$ cat src/rtl/parity_frame_rx_if.sv
// Output side of the parity frame receiver: the received word, its error flags and the
// valid/ready handshake toward the consuming logic.
interface parity_frame_rx_if #(
  parameter int DATA_W = 4
);
  logic [DATA_W-1:0] data_out;
  logic              data_valid;
  logic              parity_err;
  logic              frame_err;
  logic              data_rdy;

  modport master (
    output data_out,
    output data_valid,
    output parity_err,
    output frame_err,
    input  data_rdy
  );

  modport slave (
    input  data_out,
    input  data_valid,
    input  parity_err,
    input  frame_err,
    output data_rdy
  );
endinterface

$ cat src/rtl/parity_frame_rx.sv
// Serial receiver for start / DATA_W data bits (LSB first) / parity / stop frames.
// It checks parity and framing, then holds each word on a valid/ready handshake.
module parity_frame_rx #(
  parameter int DATA_W     = 4,
  parameter int PARITY_ODD = 0
) (
  input  logic                    clk,
  input  logic                    rst_n,
  input  logic                    bit_en,
  input  logic                    rx_in,
  parity_frame_rx_if.master       rx_if,
  output logic                    overrun,
  output logic                    busy
);

  localparam int   CNT_W = (DATA_W < 2) ? 1 : $clog2(DATA_W + 1);
  localparam logic ODD   = (PARITY_ODD != 0);

  typedef enum logic [1:0] {
    IDLE,
    DATA,
    PARITY,
    STOP
  } state_t;

  state_t            state;
  logic [CNT_W-1:0]  cnt;
  logic [DATA_W-1:0] shreg;
  logic              p_rx;
  logic              complete;
  logic              transfer;

  assign complete = bit_en && (state == STOP);
  assign transfer = rx_if.data_valid && rx_if.data_rdy;
  assign busy     = (state != IDLE);

  // A completing frame takes priority over a transfer: the new word loads and stays
  // valid, and overrun is raised only when the old word was neither consumed nor read.
  always_ff @(posedge clk or negedge rst_n) begin
    if (!rst_n) begin
      state            <= IDLE;
      cnt              <= '0;
      shreg            <= '0;
      p_rx             <= 1'b0;
      rx_if.data_out   <= '0;
      rx_if.data_valid <= 1'b0;
      rx_if.parity_err <= 1'b0;
      rx_if.frame_err  <= 1'b0;
      overrun          <= 1'b0;
    end else begin
      if (bit_en) begin
        case (state)
          IDLE: begin
            if (!rx_in) begin
              state <= DATA;
              cnt   <= '0;
            end
          end
          DATA: begin
            shreg <= (shreg >> 1) | (DATA_W'(rx_in) << (DATA_W - 1));
            cnt   <= cnt + CNT_W'(1);
            if (cnt == CNT_W'(DATA_W - 1)) begin
              state <= PARITY;
            end
          end
          PARITY: begin
            p_rx  <= rx_in;
            state <= STOP;
          end
          STOP: begin
            state <= IDLE;
          end
          default: begin
            state <= IDLE;
          end
        endcase
      end

      if (complete) begin
        rx_if.data_out   <= shreg;
        rx_if.parity_err <= p_rx ^ (^shreg) ^ ODD;
        rx_if.frame_err  <= ~rx_in;
        rx_if.data_valid <= 1'b1;
        if (rx_if.data_valid && !rx_if.data_rdy) begin
          overrun <= 1'b1;
        end
      end else if (transfer) begin
        rx_if.data_valid <= 1'b0;
        overrun          <= 1'b0;
      end
    end
  end

endmodule

$ cat src/flat_wrapper.sv
// flat-port wrapper written by rule: the top's interface ports become plain ports
module parity_frame_rx_flat 
#(
  parameter int DATA_W     = 4,
  parameter int PARITY_ODD = 0
)
  (clk, rst_n, bit_en, rx_in, overrun, busy, rx_if_data_out, rx_if_data_valid, rx_if_parity_err, rx_if_frame_err, rx_if_data_rdy);
  parity_frame_rx_if #(.DATA_W(DATA_W)) rx_if_i ();
  input  logic clk;
  input  logic rst_n;
  input  logic bit_en;
  input  logic rx_in;
  output logic overrun;
  output logic busy;
  output wire logic [$bits(rx_if_i.data_out)-1:0] rx_if_data_out;
  output wire logic [$bits(rx_if_i.data_valid)-1:0] rx_if_data_valid;
  output wire logic [$bits(rx_if_i.parity_err)-1:0] rx_if_parity_err;
  output wire logic [$bits(rx_if_i.frame_err)-1:0] rx_if_frame_err;
  input wire logic [$bits(rx_if_i.data_rdy)-1:0] rx_if_data_rdy;
  assign rx_if_data_out = rx_if_i.data_out;
  assign rx_if_data_valid = rx_if_i.data_valid;
  assign rx_if_parity_err = rx_if_i.parity_err;
  assign rx_if_frame_err = rx_if_i.frame_err;
  assign rx_if_i.data_rdy = rx_if_data_rdy;
  parity_frame_rx #(.DATA_W(DATA_W), .PARITY_ODD(PARITY_ODD)) u_core (.clk(clk), .rst_n(rst_n), .bit_en(bit_en), .rx_in(rx_in), .rx_if(rx_if_i), .overrun(overrun), .busy(busy));
endmodule
$ cat config.mk
export PLATFORM = sky130hd
export DESIGN_NAME = parity_frame_rx_flat
export DESIGN_NICKNAME = d
export VERILOG_FILES = /design/src/rtl/parity_frame_rx_if.sv /design/src/rtl/parity_frame_rx.sv /design/src/flat_wrapper.sv
export SDC_FILE = /design/constraint.sdc
export NUM_CORES = 1
export LEC_CHECK = 0
export BUFFER_PORTS_ARGS = -buffer_cell sky130_fd_sc_hd__buf_2
export CORE_MARGIN = 2
export CORE_UTILIZATION = 47
export CTS_CLUSTER_SIZE = 24
export DETAILED_ROUTE_END_ITERATION = 6
export GPL_TIMING_DRIVEN = 0
export PLACE_DENSITY = 0.68
export SLEW_MARGIN = 25
export SYNTH_ARGS = -nofsm -noshare
export SYNTH_HDL_FRONTEND = slang
export SYNTH_SLANG_ARGS = --single-unit
$ cat constraint.sdc
create_clock -name clk -period 1.25 [get_ports clk]
set_input_delay 0.1875 -clock clk [delete_from_list [all_inputs] [get_ports clk]]
set_output_delay 0.1875 -clock clk [all_outputs]
set_load 0.01 [all_outputs]
; ---- Word level (Yosys, flattened, before mapping)
; Index checks and enable logic that the tools add are counted.
; W data, S select, Z words.
[word_totals]
word_cells = 43
out_inout_bits = 9
regBits = 18
in_bits = 5
[op_classes]
n_eq_ne = 7
add_sub_neg = 1
n_mux = 9
bitwise = 3
n_reduce_logical = 14
[ops]
columns = cell, n
row1 = $pmux W2 S4, 1
row2 = $pmux W3 S2, 1
row3 = $reduce_and A2 Y1, 3
row4 = $reduce_and A3 Y1, 2
row5 = $reduce_bool A2 Y1, 3
row6 = $eq A2 B2 Y1 const B, 2
row7 = $mux W1, 4
row8 = $mux W2, 2
row9 = $ne A2 B2 Y1 const B, 2
row10 = $or A3 B4 Y4, 1
row11 = $reduce_xor A4 Y1, 1
row12 = $add A3 B1 Y3 const B, 1
row13 = $eq A3 B2 Y1 const B, 1
row14 = $logic_and A1 B1 Y1, 3
row15 = $mux W3, 1
row16 = $eq A2 B1 Y1 const B, 1
row17 = $logic_not A2 Y1, 1
row18 = $ne A2 B1 Y1 const B, 1
row19 = $logic_not A1 Y1, 1
row20 = $not A1 Y1, 1
row21 = $xor A1 B1 Y1, 1

; ---- Longest topological paths before layout
; Gate-level depths: netlist of the first run.
[logic_depth]
ltp_word = 4
mapped_depth = 5
mapped_depth_nobuf = 5

; ---- Worst setup path before layout of the first run
; No wires, ideal clock.
[synth_path]
path_type = flip-flop to flip-flop
startpoint = register u_core.state[0]
endpoint = register u_core.state[1]
path_slack_ns = -0.097
path_stages_with_launch = 6
n_path_buf = 0
t_arrival_ns = 1.222
setup_time_ns = 0.125
cell_sequence = dfrtp_1 > inv_1 > ha_1 > a21boi_2 > o21ai_2 > mux2_4
[synth_between]
elab_chain_len = 3
elab_cells_between_ends = 8
classes_between = 5 x eq/ne / 1 x mux / 2 x reduce/logical
[synth_rtl]
columns = element, line
row1 = start: declaration, parity_frame_rx.sv:26  ; state_t state;
row2 = start signal: assignment, parity_frame_rx.sv:41  ; state <= IDLE;
row3 = start signal: assignment, parity_frame_rx.sv:55  ; state <= DATA;
row4 = start signal: assignment, parity_frame_rx.sv:63  ; state <= PARITY;
row5 = $eq A2 B1 Y1 / $logic_not A2 Y1 (equally long branches), parity_frame_rx.sv:52  ; case (state)
row6 = $ne A2 B1 Y1 (no line) / $ne A2 B2 Y1 (equally long branches), n/a
row7 = $reduce_and A3 Y1 (no line), n/a
; Several ways; a longest one is shown, not always the timed one.
; A chain may end at the register's enable or synchronous reset.

; ---- Final worst setup path of the first run
[layout_path]
startpoint = register u_core.state[1]
endpoint = register u_core.state[1]
; The elaborated chain is that of the path after synthesis.

==> results.cfg, run 1 <==
[finish]
design_area_sq_um = 1160
num_antenna_cells = 0
area_growth_pct = 40.0
layout.nets = 107
fillers = 124
postLayoutCoreUtil = 0.690
regArea_sq_um = 450
multi_input_area_sq_um = 447
drive_gt1_frac = 0.568

[cts]
tritoncts = yes
clock_latency_ns = 0.30
path_clk_slew_ns = 0.10
cts.path.max_buffers = 2
numCtsBuffers = 3
root_buffer = clkbuf_4
numClockSinks = 18
htreeDepth = 1

[synth]
synth_cell_types = 18
netlist_instances = 65
ys_seq_area_frac = 0.541
ys_seq_elements = 18
synth_fp_nets = 76
yosys_warnings = 0
avgSynthCellArea_sq_um = 12.8
syn_area_sq_um = 832

[detailed_routing]
drt_iter0_markers = 4
drc = 0
ant_nets = 0
wl_mm = 1.46
firstDrtPassIters = 4
wl_per_cell_microns = 13.0
vias = 576
viasPerCell = 5.14

[worst_setup_path]
crit_slowest_cell = dfrtp_1
crit_fanout = 3
worstPathRequired_ns = 1.45
start_kind = register
crit_path_end_kind = register
path_cells = inv_2 > ha_4 > a21boi_4 > o21ai_4 > mux2_4
worstSetupPathType = register to register
slowest_delay_ns = 0.41
worstPathArrival_ns = 1.55

[global_routing]
grt_pass1_vias = 549
grt_util_all_layers = 0.164
grt_overflow = 0
antenna_found_initial = 0
grt_start_max_net_pins = 19
grt_pass1_wl_mm = 2.42

[power_and_ir_drop]
p_int_mw = 2.03
p_seq_frac = 0.341
pwr-share-comb = 0.543
power_density_nw_per_um2 = 2670
ir_drop_uv = 1280
p_sw_frac = 0.347
clockPowerShare = 0.116
p_sw_mw = 1.08
p_leak_nw = 0.569

[placed_design]
place_area_sq_um = 953
pre_cts_ws_ns = -0.160
place_congestion = 0.692
portBuffers = 13

[hold_path]
hp-class = input port to register

[floorplan]
core-area_sq_um = 1690
rows = 15
die_x_microns = 46.1
die_height_microns = 46.1
initial_core_util = 0.493
fp.dieArea_sq_um = 2120
io_pins = 14

[sta]
drv_slew = 0
finalSetupViolCount = 14
timing.hold.ws_ns = 0.0600
rsz0062_at_grt = true
fin_setup_tns_ns = -0.918
slew_headroom = 0.738
fmax_ghz = 0.737
fin_crit_sh = 1.09
layout_setup_ws_ns = -0.107
finalHoldViolations = 0
worst_slew_pin_slew_ns = 0.394
finalCriticalPeriod_ns = 1.36
finClkSkew_ns = 0.00348

[outcome]
violations = setup timing
status = finished with violations

[job]
cap_violations = 0
-- power by group through the flow --
stage	clock network, mW	registers, mW	logic (mW)
after detailed placement	0	1.08	1.16
after floorplan	0	1.11	0.839
after CTS	0.369	1.06	1.56
after global placement	0	1.07	1.14
final	0.362	1.06	1.69
after global routing	0.398	1.10	1.87
-- path summary, 6_finish.rpt --
kind / from / to / slack (ns) / cells past startpoint
hold / removal: rx_if_data_rdy / u_core.overrun / 0.06 / 2
max in group asynchronous: rst_n / u_core.shreg[2] / 0.64 / 2
hold reg to reg: u_core.rx_if.parity_err / u_core.rx_if.parity_err / 0.48 / 2
setup / recovery: u_core.state[1] / u_core.state[1] / -0.11 / 5
min in group asynchronous: rst_n / u_core.state[0] / 0.33 / 2
setup reg to reg: u_core.state[1] / u_core.state[1] / -0.11 / 5
-- flip-flops by register name, summed over array words and instances (netlist names) --
register / count
u_core.p_rx: 1
u_core.rx_if.parity_err: 1
u_core.overrun: 1
u_core.cnt: 3
u_core.rx_if.data_valid: 1
u_core.rx_if.frame_err: 1
u_core.shreg: 4
u_core.state: 2
u_core.rx_if.data_out: 4
-- layer usage --
| metal | vias up | routed length (microns) | GRT usage |
|---|---|---|---|
| li1 | 279 | - | - |
| met1 | 280 | 643 | 0.194 |
| met2 | 14 | 720 | 0.283 |
| met3 | 3 | 63 | 0.0392 |
| met4 | 0 | 29 | 0.0686 |
| met5 | - | 0 | 0 |
-- cells in the final DEF, fill, tap and decap left out, types with 3 or more instances in the layout --
cell       n
ha_4       3
buf_2     12
dfrtp_1   18
nand2_1    5
clkbuf_4   3
inv_1      3
buf_6      3
mux2_2     8
o21ai_0    3
buf_4     10
-- logic make-up (layout without fill, tap and decap cells) --
| group | Yosys count | in the layout | synth area share |
|---|---|---|---|
| flops | 18 | 18 | 0.541 |
| mux | 12 | 12 | 0.164 |
| compound gates | 10 | 10 | 0.0827 |
| simple gates | 9 | 9 | 0.0421 |
| buf+inv | 7 | 37 | 0.0316 |
| fa+ha+maj | 6 | 6 | 0.0902 |
| xor+xnor | 3 | 3 | 0.0481 |
-- cell usage after synthesis --
cell,count,area share
nand3_1,1,0.0060
ha_1,6,0.090
inv_1,7,0.032
nor2_1,1,0.0045
mux2_2,9,0.12
mux2i_1,2,0.024
o2bb2ai_1,1,0.011
o21ai_0,4,0.024
xnor2_1,2,0.021
xnor3_1,1,0.027
o21ai_2,1,0.011
a21boi_2,1,0.014
a31oi_1,1,0.0075
o22ai_1,1,0.0075
mux2_4,1,0.018
a21boi_1,1,0.0090
dfrtp_1,18,0.54
nand2_1,7,0.032
-- critical path, delay by kind of cell (launching register included) --
| family | cells | cell delay [ns] |
|---|---|---|
| buffers and inverters | 1 | 0.08 |
| AO/OA/AOI/OAI | 2 | 0.27 |
| multiplexers | 1 | 0.30 |
| adder cells (fa/ha/maj) | 1 | 0.18 |
| flip-flops | 1 | 0.41 |
-- area by class of cell --
type / instances / share of cell area
sequential: 18 / 0.387
multi-input combinational: 40 / 0.383
timing repair buffer: 26 / 0.154
clock buffer: 4 / 0.0311
inverter: 7 / 0.0269
tap: 17 / 0.0183
-- what timing repair did --
| action | CTS | global route |
|---|---|---|
| setup endpoints to repair | 14 | 15 |
| hold buffers | 1 | 0 |
| gates resized for setup | 17 | 4 |
| pin swaps | 3 | 0 |
| hold endpoints to repair | 18 | 0 |
| buffers inserted | 9 | 3 |
-- through the flow --
| step | total power, mW | std cells |
|---|---|---|
| CTS | 2.99 | 109 |
| finish | 3.12 | 112 |
| detailed placement | 2.25 | 95 |
| floorplan | 1.95 | 65 |
| global placement | 2.21 | 95 |
| global route | 3.37 | 112 |
No activity file was read; power rests on OpenSTA's default activity.
==> run 2: changes to the inputs <==
--- a/config.mk
+++ b/config.mk
@@ -12,6 +12,7 @@
 export DETAILED_ROUTE_END_ITERATION = 6
 export GPL_TIMING_DRIVEN = 0
 export PLACE_DENSITY = 0.68
+export REMOVE_ABC_BUFFERS = 1
 export SLEW_MARGIN = 25
 export SYNTH_ARGS = -nofsm -noshare
 export SYNTH_HDL_FRONTEND = slang
==> run 2 against run 1 <==
Sequential share of layout area increased by 0.38 points. Via count increased by 0.17%. Highest routed layer unchanged. Die area unchanged. Worst setup slack got worse by 0.026 ns. Critical endpoint unchanged. Critical path depth unchanged. Power decreased by 1.6%. Count of clock-buffer cells in the layout decreased by 1. Hold slack improved by 0.029 ns. The flow still finishes with violations (setup timing). Clock power decreased by 23%. Routed wire length increased by 9.5%. Register-to-register slack got worse by 0.03 ns. Design area decreased by 0.97%.
==> results.cfg, run 2 (same netlist as run 1, synthesis figures left out) <==
[floorplan]
core-area_sq_um = 1690
io_pins = 14
die_x_microns = 46.1
rows = 15
die_height_microns = 46.1
fp.dieArea_sq_um = 2120
initial_core_util = 0.493

[detailed_routing]
dr_wl_met3_microns = 40
firstDrtPassIters = 3
drt_iter0_markers = 8
wl_per_cell_microns = 14.5
highest_layer = met4
wl_met1_microns = 720
ant_nets = 0
wl_mm = 1.60
met2_length_microns = 813
drc = 0
viasPerCell = 5.25
vias = 577

[sta]
fin_crit_sh = 1.11
finalSetupViolCount = 15
rsz0062_at_grt = true
worst_slew_pin_slew_ns = 0.409
fin_setup_tns_ns = -0.963
drv_slew = 0
layout_setup_ws_ns = -0.133
fmax_ghz = 0.723
finalHoldViolations = 0
finalCriticalPeriod_ns = 1.38
slew_headroom = 0.727
timing.hold.ws_ns = 0.0890
finClkSkew_ns = 0.00608

[placed_design]
dp_hpwl_microns = 946
place_congestion = 0.652
portBuffers = 13
place_inst = 95
place_area_sq_um = 918
pre_cts_ws_ns = -0.201

[hold_path]
hp-class = input port to register

[global_routing]
grt_start_max_net_pins = 19
grt_overflow = 0
grt_pass1_wl_mm = 2.49
grt_pass1_vias = 537
grt_util_all_layers = 0.178
antenna_found_initial = 0

[worst_setup_path]
worstPathRequired_ns = 1.43
crit_fanout = 3
worstPathArrival_ns = 1.56
start_kind = register
crit_path_end_kind = register
worstSetupPathType = register to register

[cts]
numCtsBuffers = 3
tritoncts = yes
root_buffer = clkbuf_4
htreeDepth = 1
cts.path.max_buffers = 2
path_clk_slew_ns = 0.10
clock_latency_ns = 0.29
numClockSinks = 18

[outcome]
status = finished with violations
violations = setup timing

[power_and_ir_drop]
p_leak_nw = 0.572
total_power_mw = 3.06
power_density_nw_per_um2 = 2660
ir_drop_uv = 1220

[finish]
final_cell_mix = 18 x dfrtp_1, 12 x buf_2, 10 x buf_4, 6 x mux2_4
area_growth_pct = 38.6
drive_gt1_frac = 0.559
postLayoutCoreUtil = 0.683
final_common_cell = dfrtp_1
layout.nets = 106
num_antenna_cells = 0
design_area_sq_um = 1150
biggestRegsByFlops = u_core.rx_if.data_out (4), u_core.shreg (4), u_core.cnt (3)
final_cells = 110

[job]
cap_violations = 0
==> run 2: per-layer routing <==
layer,global-route usage,vias up
met5,0,-
met4,0.120,0
met3,0.0471,2
met2,0.267,8
met1,0.224,287
li1,-,280
==> run 2: final cells by class <==
type | count | area [sq um]
Inverter | 7 | 28.8
Fill cell | 132 | 536
Clock buffer | 3 | 22.5
Multi-Input combinational cell | 40 | 463
Sequential cell | 18 | 450
Tap cell | 17 | 21.3
Timing Repair Buffer | 25 | 168
==> run 2: worst max-delay path, cell delays in order (launching register included) <==
cell,delay (ns)
dfrtp_1,0.43
inv_2,0.08
ha_4,0.18
a21boi_4,0.19
o21ai_4,0.09
mux2_4,0.30
==> run 2: path summary, 6_finish.rpt <==
| check | start | cells after the start | slack (ns) | endpoint |
|---|---|---|---|---|
| min | rx_if_data_rdy | 2 | 0.09 | u_core.overrun |
| max | u_core.state[0] | 5 | -0.13 | u_core.state[1] |
| min reg2reg | u_core.rx_if.parity_err | 2 | 0.48 | u_core.rx_if.parity_err |
| min in group asynchronous | rst_n | 2 | 0.35 | u_core.p_rx |
| max reg2reg | u_core.state[0] | 5 | -0.13 | u_core.state[1] |
| max in group asynchronous | rst_n | 2 | 0.61 | u_core.cnt[0] |
==> run 2: power breakdown <==
part | internal (mW) | switching [mW] | total, mW | leakage (nW)
clock network | 0.112 | 0.168 | 0.280 | 0.0138
logic | 0.995 | 0.713 | 1.71 | 0.339
registers | 0.869 | 0.207 | 1.08 | 0.219
total | 1.98 | 1.09 | 3.06 | 0.572
==> run 2: repair_timing <==
| action | in CTS | in global routing |
|---|---|---|
| hold buffers | 1 | 0 |
| setup endpoints to repair | 15 | 15 |
| setup buffers | 10 | 1 |
| hold endpoints to repair | 18 | 0 |
| pin swaps | 6 | 2 |
| gates resized for setup | 23 | 6 |
==> run 3: changes to the inputs <==
--- a/config.mk
+++ b/config.mk
@@ -5,15 +5,13 @@
 export SDC_FILE = /design/constraint.sdc
 export NUM_CORES = 1
 export LEC_CHECK = 0
-export BUFFER_PORTS_ARGS = -buffer_cell sky130_fd_sc_hd__buf_2
 export CORE_MARGIN = 2
-export CORE_UTILIZATION = 47
+export CORE_UTILIZATION = 53
 export CTS_CLUSTER_SIZE = 24
 export DETAILED_ROUTE_END_ITERATION = 6
+export DONT_BUFFER_PORTS = 1
 export GPL_TIMING_DRIVEN = 0
 export PLACE_DENSITY = 0.68
-export REMOVE_ABC_BUFFERS = 1
-export SLEW_MARGIN = 25
 export SYNTH_ARGS = -nofsm -noshare
 export SYNTH_HDL_FRONTEND = slang
 export SYNTH_SLANG_ARGS = --single-unit
==> run 3 against run 2 <==
The flow still finishes with violations (setup timing). Core utilization grew 3.6 points. Combinational power is 24% lower. Design area shrank 7.2%. Worst setup slack better by 0.035 ns. Power fell by 8.2%. Die area down 10%. First-iteration DRC count fell by 50%. Sequential power is 7% higher. Clock power is 26% higher. Via count fell by 9.9%. Clock skew shrank 0.0057 ns. Critical path type unchanged. Largest cell class unchanged.
==> results.cfg, run 3 (same netlist as run 1, synthesis figures left out) <==
[finish]
multi_input_area_sq_um = 459
num_antenna_cells = 0
biggestRegsByFlops = u_core.rx_if.data_out (4), u_core.shreg (4), u_core.cnt (3)
drive_gt1_frac = 0.436
layout.nets = 90
area_growth_pct = 28.7
final_common_cell = dfrtp_1
final_cells = 94
final_cell_mix = 18 x dfrtp_1, 5 x mux2_2, 5 x mux2_4, 5 x buf_4
fillers = 95
regArea_sq_um = 450

[power_and_ir_drop]
ir_drop_uv = 1310
power_density_nw_per_um2 = 2630
p_leak_nw = 0.502
pwr-share-comb = 0.463
p_sw_frac = 0.354
p_seq_frac = 0.412
clockPowerShare = 0.126
p_sw_mw = 0.996
p_int_mw = 1.82

[sta]
slew_headroom = 0.457
layout_setup_ws_ns = -0.0977
finClkSkew_ns = 0.000400
worst_slew_pin_slew_ns = 0.813
finalCriticalPeriod_ns = 1.35
rsz0062_at_grt = true
fin_setup_tns_ns = -0.466
fmax_ghz = 0.742
drv_slew = 0
finalHoldViolations = 0
timing.hold.ws_ns = 0.0410
finalSetupViolCount = 15
fin_crit_sh = 1.08

[worst_setup_path]
worstPathArrival_ns = 1.53
path_cells = inv_2 > ha_4 > a21boi_4 > o21ai_4 > mux2_4
crit_start = u_core.state[0]
reg2regPathDepth = 5
r2r_start = u_core.state[0]
crit_end = u_core.state[1]
start_kind = register
crit_fanout = 3
r2r_slack_ns = -0.1
slowest_delay_ns = 0.43
crit_path_end_kind = register
r2r_end = u_core.state[1]
crit_slowest_cell = dfrtp_1
worstSetupPathType = register to register
worstPathRequired_ns = 1.43

[floorplan]
core-area_sq_um = 1490
rows = 14
fp.dieArea_sq_um = 1900
io_pins = 14
initial_core_util = 0.559
die_x_microns = 43.6
die_height_microns = 43.6

[cts]
path_clk_slew_ns = 0.10
clock_latency_ns = 0.29
numClockSinks = 18
numCtsBuffers = 3
htreeDepth = 1
root_buffer = clkbuf_4
cts.path.max_buffers = 2
tritoncts = yes

[outcome]
violations = setup timing
status = finished with violations

[job]
cap_violations = 0

[detailed_routing]
vias = 520
drc = 0
ant_nets = 0
wl_per_cell_microns = 14.8
drt_iter0_markers = 4
firstDrtPassIters = 2
viasPerCell = 5.53
wl_mm = 1.39

[placed_design]
place_congestion = 0.693
pre_cts_ws_ns = -0.159
dp_hpwl_microns = 884
portBuffers = 0
place_inst = 81

[hold_path]
hp-class = input port to register

[global_routing]
grt_start_max_net_pins = 19
grt_util_all_layers = 0.184
grt_overflow = 0
antenna_found_initial = 0
grt_pass1_wl_mm = 2.48
grt_pass1_vias = 602
[run 3: cell types whose count changed in the layout (fill, tap and decap cells not counted)]
cell and change:
buf_2 -12, buf_4 -5, buf_6 -1, clkbuf_8 +1, dlygate4sd3_1 +2, inv_1 +1, inv_4 -1, mux2_2 +1
mux2_4 -1
[run 3: area by class of cell]
type | count | area share
Clock buffer | 4 | 0.0339
Inverter | 7 | 0.0245
Multi-Input combinational cell | 40 | 0.429
Sequential cell | 18 | 0.421
Tap cell | 16 | 0.0187
Timing Repair Buffer | 9 | 0.0736
[run 3: through the flow]
step,total power [mW],cell area [sq um],utilization
after CTS,2.70,1030,0.693
after global placement,2.09,887,0.596
after floorplan,1.95,867,-
after detailed placement,2.11,887,0.596
final,2.81,1070,0.719
after global routing,3.04,1070,0.719
[run 3: power groups by stage]
stage               Combinational (mW)  Clock, mW  Sequential, mW
floorplan                        0.839          0            1.11
global placement                 0.931          0            1.15
detailed placement               0.950          0            1.16
CTS                               1.18      0.367            1.15
global route                      1.44      0.383            1.22
finish                            1.30      0.353            1.16
[run 3: worst min-delay path by stage]
stage	from	endpoint	depth (start not counted)	slack [ns]
detailed placement	rst_n	u_core.rx_if.data_out[0]	0	-0.11
finish	rx_in	u_core.shreg[3]	1	0.04
CTS	rx_in	u_core.p_rx	1	0.03
global route	rx_in	u_core.shreg[3]	1	0.03
global placement	rst_n	u_core.shreg[0]	0	-0.11
floorplan	rst_n	u_core.cnt[0]	0	-0.11
[run 3: what timing repair did]
item	in CTS	in global routing
endpoints found under the setup margin	14	16
hold buffers	3	0
gates resized for setup	10	8
buffers inserted	5	1
pin swaps	2	3
hold endpoints to repair	21	0
[run 3: metal layers]
layer | GRT usage | up-vias | routed length, microns
met1 | 0.226 | 260 | 653
met3 | 0.0417 | 2 | 56
met4 | 0.109 | 0 | 19
li1 | - | 247 | -
met5 | 0 | - | 0
met2 | 0.294 | 11 | 659
[run 3: worst max-delay path: cells and delay by family, from the launching register on]
family,cells,cell delay [ns]
flops,1,0.43
mux,1,0.30
compound gates,2,0.25
fa+ha+maj,1,0.18
buf+inv,1,0.08
